**src/rtl/bin_clause_sequencer.sv**
```systemverilog
// bin_clause_sequencer: moves one bin of clauses between the clause BRAM and the core clause array.
// Ports:
//   clk, rst (async, active-low)
//   start_load_i / start_update_i / bin_id_i : transfer request, bin sampled with the start
//   busy_o, done_o                           : transfer in progress / one-cycle completion pulse
//   ram_we_c_o, ram_addr_c_o, ram_din_c_o    : clause BRAM write enable, address, write data
//   ram_dout_c_i                             : clause BRAM read data (1-cycle latency)
//   wr_carray_o, rd_carray_o                 : one-hot core row write strobe / read select
//   clause_o, clause_i                       : clause to / from the core
module bin_clause_sequencer #(
    parameter int NUM_CLAUSES_A_BIN  = 8,
    parameter int NUM_VARS_A_BIN     = 8,
    parameter int WIDTH_BIN_ID       = 10,
    parameter int WIDTH_CLAUSES      = NUM_VARS_A_BIN * 2,
    parameter int ADDR_WIDTH_CLAUSES = 9
) (
    input  logic                          clk,
    input  logic                          rst,
    input  logic                          start_load_i,
    input  logic                          start_update_i,
    input  logic [WIDTH_BIN_ID-1:0]       bin_id_i,
    output logic                          busy_o,
    output logic                          done_o,
    output logic                          ram_we_c_o,
    output logic [ADDR_WIDTH_CLAUSES-1:0] ram_addr_c_o,
    output logic [WIDTH_CLAUSES-1:0]      ram_din_c_o,
    input  logic [WIDTH_CLAUSES-1:0]      ram_dout_c_i,
    output logic [NUM_CLAUSES_A_BIN-1:0]  wr_carray_o,
    output logic [NUM_CLAUSES_A_BIN-1:0]  rd_carray_o,
    output logic [WIDTH_CLAUSES-1:0]      clause_o,
    input  logic [WIDTH_CLAUSES-1:0]      clause_i
);
    localparam int N  = NUM_CLAUSES_A_BIN;
    localparam int AW = ADDR_WIDTH_CLAUSES;
    localparam int CW = $clog2(N + 1);
    localparam logic [N-1:0] ONE = N'(1);

    typedef enum logic [1:0] {S_IDLE, S_LOAD, S_UPDATE, S_DONE} state_t;

    state_t          r_state, w_next;
    logic [CW-1:0]   r_cnt;
    logic [AW-1:0]   r_base, w_base;
    logic            r_busy, r_done, r_we, w_busy, w_done, w_we;
    logic [AW-1:0]   r_addr, w_addr;
    logic [N-1:0]    r_wr, r_rd, w_wr, w_rd;

    // Address 0 is reserved, so bin rows start one above bin_id*N.
    assign w_base = AW'(32'(bin_id_i) * 32'(N) + 32'd1);

    always_ff @(posedge clk or negedge rst) begin
        if (!rst) r_state <= S_IDLE;
        else      r_state <= w_next;
    end

    always_comb begin
        w_next = r_state;
        case (r_state)
            S_IDLE:   w_next = start_load_i ? S_LOAD : (start_update_i ? S_UPDATE : S_IDLE);
            S_LOAD:   w_next = (r_cnt == CW'(N)) ? S_DONE : S_LOAD;
            S_UPDATE: w_next = (r_cnt == CW'(N - 1)) ? S_DONE : S_UPDATE;
            default:  w_next = S_IDLE;
        endcase
    end

    // Outputs are computed one cycle ahead and registered, so the state
    // leads the visible outputs by one cycle. In LOAD, count c reads row c
    // and writes row c-1 (the BRAM data of the previous read).
    always_comb begin
        w_busy = r_state != S_IDLE;
        w_done = r_state == S_DONE;
        w_we   = r_state == S_UPDATE;
        w_addr = ((r_state == S_LOAD && r_cnt < CW'(N)) || w_we) ? r_base + AW'(r_cnt) : '0;
        w_wr   = (r_state == S_LOAD && r_cnt != '0) ? ONE << (r_cnt - 1'b1) : '0;
        w_rd   = w_we ? ONE << r_cnt : '0;
    end

    always_ff @(posedge clk or negedge rst) begin
        if (!rst) begin
            r_cnt  <= '0;
            r_base <= '0;
            r_busy <= 1'b0;
            r_done <= 1'b0;
            r_we   <= 1'b0;
            r_addr <= '0;
            r_wr   <= '0;
            r_rd   <= '0;
        end else begin
            r_cnt  <= (r_state == S_IDLE) ? '0 : r_cnt + 1'b1;
            r_base <= (r_state == S_IDLE) ? w_base : r_base;
            r_busy <= w_busy;
            r_done <= w_done;
            r_we   <= w_we;
            r_addr <= w_addr;
            r_wr   <= w_wr;
            r_rd   <= w_rd;
        end
    end

    assign busy_o       = r_busy;
    assign done_o       = r_done;
    assign ram_we_c_o   = r_we;
    assign ram_addr_c_o = r_addr;
    assign wr_carray_o  = r_wr;
    assign rd_carray_o  = r_rd;
    assign ram_din_c_o  = clause_i;
    // BRAM read data arrives in the same cycle as its row strobe, so it is
    // forwarded directly; gating keeps clause_o at 0 outside write cycles.
    assign clause_o     = (r_wr != '0) ? ram_dout_c_i : '0;
endmodule

```
**config.mk**
```make
export PLATFORM = sky130hd
export DESIGN_NAME = bin_clause_sequencer
export DESIGN_NICKNAME = d
export VERILOG_FILES = /design/src/rtl/bin_clause_sequencer.sv
export SDC_FILE = /design/constraint.sdc
export NUM_CORES = 1
export LEC_CHECK = 0
export CORE_ASPECT_RATIO = 1.2
export CORE_MARGIN = 8
export CORE_UTILIZATION = 35
export DETAILED_ROUTE_END_ITERATION = 10
export HOLD_SLACK_MARGIN = 0.15
export PLACE_DENSITY = 0.79
export REMOVE_ABC_BUFFERS = 1
export SETUP_SLACK_MARGIN = 0.1
export SYNTH_ARGS = -nofsm -noshare
export SYNTH_HDL_FRONTEND = slang
export SYNTH_SLANG_ARGS = --single-unit
```
**constraint.sdc**
```tcl
create_clock -name clk -period 1.6 [get_ports clk]
set_clock_uncertainty 0.1 [all_clocks]
set_input_delay 0.16 -clock clk [delete_from_list [all_inputs] [get_ports clk]]
set_output_delay 0.16 -clock clk [all_outputs]
set_load 0.02 [all_outputs]
```
Yosys cells after proc, flatten, opt, wreduce, memory -nomap -nowiden --
Cells that the tools add are included.
Operators by class: $add $sub $neg 4, $lt $le $gt $ge 1, eq/ne operators 5, shifts and indexed selects 2, mux-type cells 10, reduce and logical (&&, ||, !) cells 7
Operator list (count):
- $mux W16 | 1
- $mux W8 | 2
- $shl A1 B4 Y8 const A | 2
- $add A9 B1 Y9 const B | 1
- $add A9 B4 Y9 | 1
- $mux W9 | 1
- $reduce_bool A8 Y1 | 1
- $mux W2 | 3
- $pmux W2 S3 | 1
- $add A4 B1 Y4 const B | 1
- $eq A2 B2 Y1 const B | 2
- $eq A4 B3 Y1 const B | 1
- $eq A4 B4 Y1 const B | 1
- $lt A4 B4 Y1 const B | 1
- $mux W4 | 1
- $reduce_bool A4 Y1 | 1
- $sub A4 B1 Y4 const B | 1
- $eq A2 B1 Y1 const B | 1
- $logic_and A1 B1 Y1 | 2
- $logic_not A2 Y1 | 1
- $reduce_bool A2 Y1 | 1
- $logic_or A1 B1 Y1 | 1
- $mux W1 | 1
Word-level totals: flip-flop bits (word level) 43, input bits 46, output and inout port bits 60, logic and storage cells 38

Longest topological paths before layout --
Gate-level depths: netlist of the first run.
depth in word-level cells 4, gate-level depth with buffers 6, depth with buffers taken out 6

Worst setup path before layout of the first run --
Ideal clock, no wire load.
path kind register -> register, start point register r_cnt[0], end point register r_addr[8] (netlist: ram_addr_c_o[8]), arrival 1.386 ns, data required time 1.363 ns, setup slack -0.023 ns, stages on the path, launching flop included 7, period minus slack after synthesis 1.623 ns, cells stage by stage dfrtp_1 ha_1 ha_1 a31oi_1 nor2_1 xnor2_1 nor2_1
Between the ends: word-level cells in the longest chain between the ends 4
Ends and longest elaborated chain:
- start: declaration | RTL line 41 | logic [CW-1:0] r_cnt;
- start signal: assignment | RTL line 88 | r_cnt <= (r_state == S_IDLE) ? '0 : r_cnt + 1'b1;
- parallel branches: the longest is 3 deep, another holds $add A9 B4 Y9
- $mux W9 (*) | RTL line 72 | w_addr = ((r_state == S_LOAD && r_cnt < CW'(N)) || w_we) ? r_base + AW'(r_cnt) : '0;
- via w_addr[8] | RTL line 44 | logic [AW-1:0] r_addr, w_addr;
- end signal: assignment | RTL line 93 | r_addr <= w_addr;
- end: declaration | RTL line 44
Mark *: on every way through the listed nets, which the timed path passes. A chain may end at the register's enable or synchronous reset.

Worst setup path after layout of the first run --
start point register r_wr[5] (netlist: wr_carray_o[5]), end point output port clause_o[0]
Between the ends: word-level cells in the longest chain between the ends 2
Ends and longest elaborated chain:
- start: declaration | RTL line 45 | logic [N-1:0] r_wr, r_rd, w_wr, w_rd;
- start signal: assignment | RTL line 94 | r_wr <= w_wr;
- $reduce_bool A8 Y1 | RTL line 108 | assign clause_o = (r_wr != '0) ? ram_dout_c_i : '0;
- $mux W16 | RTL line 108
- end: declaration | RTL line 30 | output logic [WIDTH_CLAUSES-1:0] clause_o,
Every way passes these cells.

==> impl_metrics.ini, run 1 <==
[critical_path]
r2r_cells = 7
endpoint = clause_o[0]
path_class = reg2out
crit_slowest_cell = dfrtp_1
worstSetupStartpoint = wr_carray_o[5]$_DFF_PN0_
arrival_ps = 1500
r2r-end = wr_carray_o[7]$_DFF_PN0_
required_ps = 1340
rrSetupSlack_ps = 20
cp_cell_sequence = nor4_2 > nand2_1 > buf_6 > and2_1 > buf_2
crit_fanout = 16
rr_startpoint = r_cnt[0]$_DFF_PN0_
critPathLaunchType = flip-flop
critPathMaxStageDelay_ps = 380
end_kind = output port

[detailed_routing]
drtPass1Iterations = 4
dr.first_iter.drc_count = 37
viasPerCell = 4.724
remaining_drc_errors = 0
drt-total-wl_um = 4832
vias = 1474
wl_per_cell_um = 15.49
final_antenna_net_count = 0

[placed_design]
placed_area_sq_mm = 0.002654
port-buffer-count = 69
post-dp-hpwl_um = 3420
placedCellCount = 296
routabilityCongestion = 0.7470

[logic_synthesis]
synth_cells = 174
synth_cell_types = 28
async_flop_share_pct = 100.0
synth_area_sq_mm = 0.001941
synth.avg_cell_area_sq_um = 11.15
ys.flop_type = dfrtp_1
yosys_warnings = 0
synth_edf_count = 0
ys_ff_latch = 41
seq_area_frac_synth_pct = 52.87

[timing]
tns_ps = -2355
timing.final.ws_setup_ps = -157.2
fmax_ghz = 0.5691
relSlewSlack_pct = 70.19
hold_viol = 0
setup_violations = 16
tightest_slew_ps = 445.2
drv_slew = 0
rsz0062_at_grt = true
finalCriticalPeriod_ps = 1757
finalCritPeriodShare_pct = 109.8

[grt]
busiest_layer = met2
grt_pass1_wl_um = 7210
grt_pass1_vias = 1484
grt_max_degree = 42
grtUsageMet1_pct = 10.17
grt_antenna_before_repair = 0
gr-total-overflow = 0
grtUsageMet2_pct = 18.68
grt_usage_pct = 10.81
use_met3_pct = 5.872

[clocking]
cts.sinks = 41
clkLatencyLatePin_ps = 290
htreeDepth = 2
cts.reportedPaths.clkPinSlew_ps = 70
root_buffer = clkbuf_8
cts_buffer_depth = 2
cts_tree = yes
cts_buffers = 5

[floorplanning]
rows = 29
die_h_um = 97.57
die_w_um = 83.98
initial_core_util_pct = 36.38
io_pins = 106
die_area_sq_mm = 0.008193
design.core.area_sq_mm = 0.005334

[layout]
drive_gt1_share_pct = 32.80
design_area_sq_mm = 0.003012
instances_no_fill = 312
nFillCells = 455
n_antenna_cell = 0
nNetsFinal = 305
multi_input_area_sq_um = 929.6
syn2layout_area_growth_pct = 55.19
seqCellArea_sq_mm = 0.001028

[power_and_ir_drop]
leakage_nw = 1.593
finalPower_mw = 6.813
powerDensity_mw_per_mm2 = 2262
vdd_drop_max_mv = 0.7734

[worst_hold_path]
hp-class = in2out

[status]
violations = setup timing
status = finished with violations

[run]
maxCapViolCount = 0
-- metrics by stage --
stage	setup slack (ps)	hold slack (ps)	utilization (%)
after floorplan	-22.93	-235.6	-
after global placement	-294.3	38.09	49.75
after detailed placement	-266.6	42.81	49.75
after CTS	-165.1	220.3	52.76
after global routing	-238.7	220.2	56.46
final	-157.2	220.2	56.46
-- placed cells by master, fill, tap and decap left out, types with 4 or more instances in the layout --
master	Yosys	final
dfrtp_1	41	39
buf_6	1	5
dlymetal6s2s_1	0	14
inv_1	6	4
nand2_1	4	4
and2_1	33	30
ha_4	0	6
xor2_1	6	5
clkdlybuf4s50_1	0	29
dlygate4sd2_1	0	8
ha_1	10	4
mux2_2	6	6
buf_2	2	15
clkbuf_8	0	5
buf_4	16	14
nor2_1	17	13
-- what timing repair did --
| action | in CTS | in global routing |
|---|---|---|
| pin swaps | 12 | 19 |
| resized for setup | 91 | 43 |
| hold buffers | 1 | 0 |
| hold endpoints to repair | 41 | 0 |
| setup endpoints to repair | 43 | 48 |
| setup buffers | 2 | 6 |
-- worst max-delay path, delay by kind of cell (launching register included) --
kind	cells	cell delay (ps)
buffers and inverters	2	300
DFF	1	380
and+or+nand+nor	3	510
-- layer usage --
layer  share of wire [%]  up-vias
met3                  10       11
met4                 2.1        0
met1                  36      680
li1                    -      697
met2                  52       86
met5                   0        -
-- sequential cells by signal, indices dropped and copies added, names as in the netlist --
| signal | flops |
|---|---|
| wr_carray_o | 8 |
| r_cnt | 4 |
| ram_we_c_o | 1 |
| done_o | 1 |
| rd_carray_o | 8 |
| r_state | 2 |
| ram_addr_c_o | 9 |
| r_base | 7 |
| busy_o | 1 |
-- cells in the mapped netlist, types with 2 or more instances --
| master | count | area [sq um] |
|---|---|---|
| dfrtp_1 | 41 | 1026 |
| nor3_1 | 2 | 10.01 |
| mux2_2 | 6 | 67.56 |
| buf_2 | 2 | 10.01 |
| nand4_1 | 2 | 12.51 |
| nand3_1 | 5 | 25.02 |
| xnor2_1 | 3 | 26.28 |
| o21ai_0 | 2 | 10.01 |
| ha_1 | 10 | 125.1 |
| inv_1 | 6 | 22.52 |
| and2_1 | 33 | 206.5 |
| nor2_1 | 17 | 63.81 |
| buf_4 | 16 | 120.1 |
| xor2_1 | 6 | 52.55 |
| nor4_1 | 2 | 12.51 |
| nor3b_1 | 2 | 15.01 |
| nand2b_1 | 2 | 12.51 |
| nand2_1 | 4 | 15.01 |
| o22ai_2 | 2 | 25.02 |
| nor2b_1 | 3 | 18.77 |
-- cells by family (layout without fill, tap and decap cells) --
family          Yosys count  count (layout)  synth area share [%]
fa+ha+maj                10              10                 6.447
flops                    41              41                 52.87
xor+xnor                  9               9                 4.062
mux                       6               6                 3.481
compound gates            7               7                 2.966
buf+inv                  27             103                 8.962
simple gates             74              74                 21.21
-- power by group --
| part | internal [mW] | switching (mW) | leakage (nW) |
|---|---|---|---|
| sequential | 1.38 | 0.275 | 0.522 |
| clock | 0.619 | 0.342 | 0.0681 |
| combinational | 1.96 | 2.23 | 1.00 |
-- worst min path at each step --
stage                      start                        end  slack [ps]  depth (start not counted)
CTS                  clause_i[3]             ram_din_c_o[3]         220                          0
floorplan                    rst           busy_o$_DFF_PN0_        -240                          0
global route        clause_i[13]            ram_din_c_o[13]         220                          0
detailed placement           rst  ram_addr_c_o[5]$_DFF_PN0_          40                          2
global placement             rst  ram_addr_c_o[7]$_DFF_PN0_          40                          2
finish              clause_i[13]            ram_din_c_o[13]         220                          0
-- final cells by class --
class | instances | area share (%)
clock inverters | 3 | 2.160
flip-flops and latches | 41 | 34.15
inverters | 7 | 1.163
multi-input cells | 106 | 30.87
clock buffers | 5 | 2.285
well taps | 62 | 2.576
repair buffers | 88 | 26.80
No activity file was read; power rests on OpenSTA's default activity.
==> inputs of run 2 (changes only) <==
- RECOVER_POWER: default -> 50
- REMOVE_ABC_BUFFERS: 1 -> default
==> run 2 against run 1 <==
The flow still finishes with violations (setup timing). Via count rose by 3.1%. Final area rose by 3.2%. Total power rose by 11%. Wire length rose by 0.46%. Maximum frequency fell by 0.78%. Critical path type unchanged.
==> impl_metrics.ini, run 2 (same netlist as run 1, synthesis figures left out) <==
[clocking]
cts.sinks = 41
clkLatencyLatePin_ps = 300
cts_tree = yes
cts.reportedPaths.clkPinSlew_ps = 70
cts_buffers = 5
htreeDepth = 2
cts_buffer_depth = 2
root_buffer = clkbuf_8

[detailed_routing]
wl_met2_um = 2520
final_antenna_net_count = 0
vias = 1519
highest_layer = met4
wl_met1_um = 1836
viasPerCell = 4.717
drtPass1Iterations = 4
routed-wl-met3_um = 334
dr.first_iter.drc_count = 56
drt-total-wl_um = 4854
remaining_drc_errors = 0
wl_per_cell_um = 15.07

[critical_path]
end_kind = output port
required_ps = 1340
arrival_ps = 1510
path_class = reg2out
critPathLaunchType = flip-flop
crit_fanout = 8

[layout]
fin_util_pct = 58.27
drive_gt1_share_pct = 39.62
n_antenna_cell = 0
largest_reg_flops = 9
final_common_cell = dfrtp_1
syn2layout_area_growth_pct = 60.15
layout_common_cells = dfrtp_1 (39), dlygate4sd2_1 (27), clkdlybuf4s50_1 (24)
nNetsFinal = 315

[timing]
finalCriticalPeriod_ps = 1771
hold_viol = 0
finalCritPeriodShare_pct = 110.7
drv_slew = 0
fmax_ghz = 0.5647
timing.final.ws_setup_ps = -171.0
setup_violations = 17
rsz0062_at_grt = true
relSlewSlack_pct = 64.22
tightest_slew_ps = 536.8

[placed_design]
routabilityCongestion = 0.8374
post-dp-hpwl_um = 3501
port-buffer-count = 69

[floorplanning]
initial_core_util_pct = 36.38
die_h_um = 97.57
io_pins = 106
design.core.area_sq_mm = 0.005334
die_w_um = 83.98
die_area_sq_mm = 0.008193
rows = 29

[power_and_ir_drop]
leakage_nw = 1.513
switching_power_mw = 3.023
combPwrFrac_pct = 67.2
vdd_drop_max_mv = 0.8883
clkPwrFrac_pct = 10.9
finalPower_mw = 7.562
swShare_pct = 39.98
p_int_mw = 4.538
seqPwrFrac_pct = 21.9
powerDensity_mw_per_mm2 = 2433

[worst_hold_path]
hp-class = in2out

[grt]
grt_antenna_before_repair = 0
grt_usage_pct = 11.85
grt_pass1_wl_um = 7817
gr-total-overflow = 0
grt_max_degree = 25
grt_pass1_vias = 1643

[logic_synthesis]
synth_fp_nets = 230

[status]
violations = setup timing
status = finished with violations

[run]
maxCapViolCount = 0
run 2: repair_timing:
item	in CTS	in global routing
hold buffers	1	0
hold endpoints to repair	41	0
resized for setup	157	25
cloned	1	0
endpoints found under the setup margin	61	35
pin swaps	29	17
buffers inserted	3	5
run 2: power by group through the flow:
stage,Sequential (mW),Combinational [mW],Clock [mW]
finish,1.66,5.08,0.822
global route,1.70,5.45,0.883
CTS,1.63,4.74,0.849
detailed placement,1.64,3.94,0
global placement,1.62,3.89,0
floorplan,1.84,2.05,0
run 2: cell type report:
class,count,area (sq um)
tap,62,77.57
multi-input combinational,106,955.9
sequential,41,1028
clock buffer,5,68.82
fill,413,2226
inverter,7,28.78
clock inverter,3,46.29
timing repair buffer,98,902.1
run 2: per-layer routing:
metal	vias to the layer above	GRT usage (%)
met4	0	7.856
li1	715	-
met2	63	20.58
met1	725	11.49
met5	-	0
met3	16	4.195
run 2: final timing paths:
check / start / slack [ps] / endpoint / cells past startpoint
max: wr_carray_o[5]$_DFF_PN0_ / -170 / clause_o[8] / 5
min: clause_i[9] / 220 / ram_din_c_o[9] / 0
max reg2reg: r_cnt[3]$_DFF_PN0_ / 0 / wr_carray_o[2]$_DFF_PN0_ / 4
min reg2reg: r_base[8]$_DFFE_PN0N_ / 440 / r_base[8]$_DFFE_PN0N_ / 1
max in group asynchronous: rst / 290 / r_base[5]$_DFFE_PN0N_ / 3
min in group asynchronous: rst / 270 / ram_addr_c_o[4]$_DFF_PN0_ / 2
run 2: critical path: stages (launching register included):
cell,delay [ps]
dfrtp_1,390
nor4_2,270
nand2_1,140
buf_6,160
and2_4,130
buf_6,120
run 2: through the flow:
stage	hold slack [ps]	instances	setup TNS [ps]	instance area (sq um)	setup slack (ps)
2_1_floorplan	-235.6	174	0	1952	92.31
3_3_place_gp	37.88	304	-4002	2711	-284.1
3_5_place_dp	47.03	304	-4167	2711	-298.5
4_1_cts	220.1	317	-2879	2979	-187.3
5_1_grt	220.0	322	-4155	3108	-261.2
6_report	220.0	322	-2656	3108	-171.0
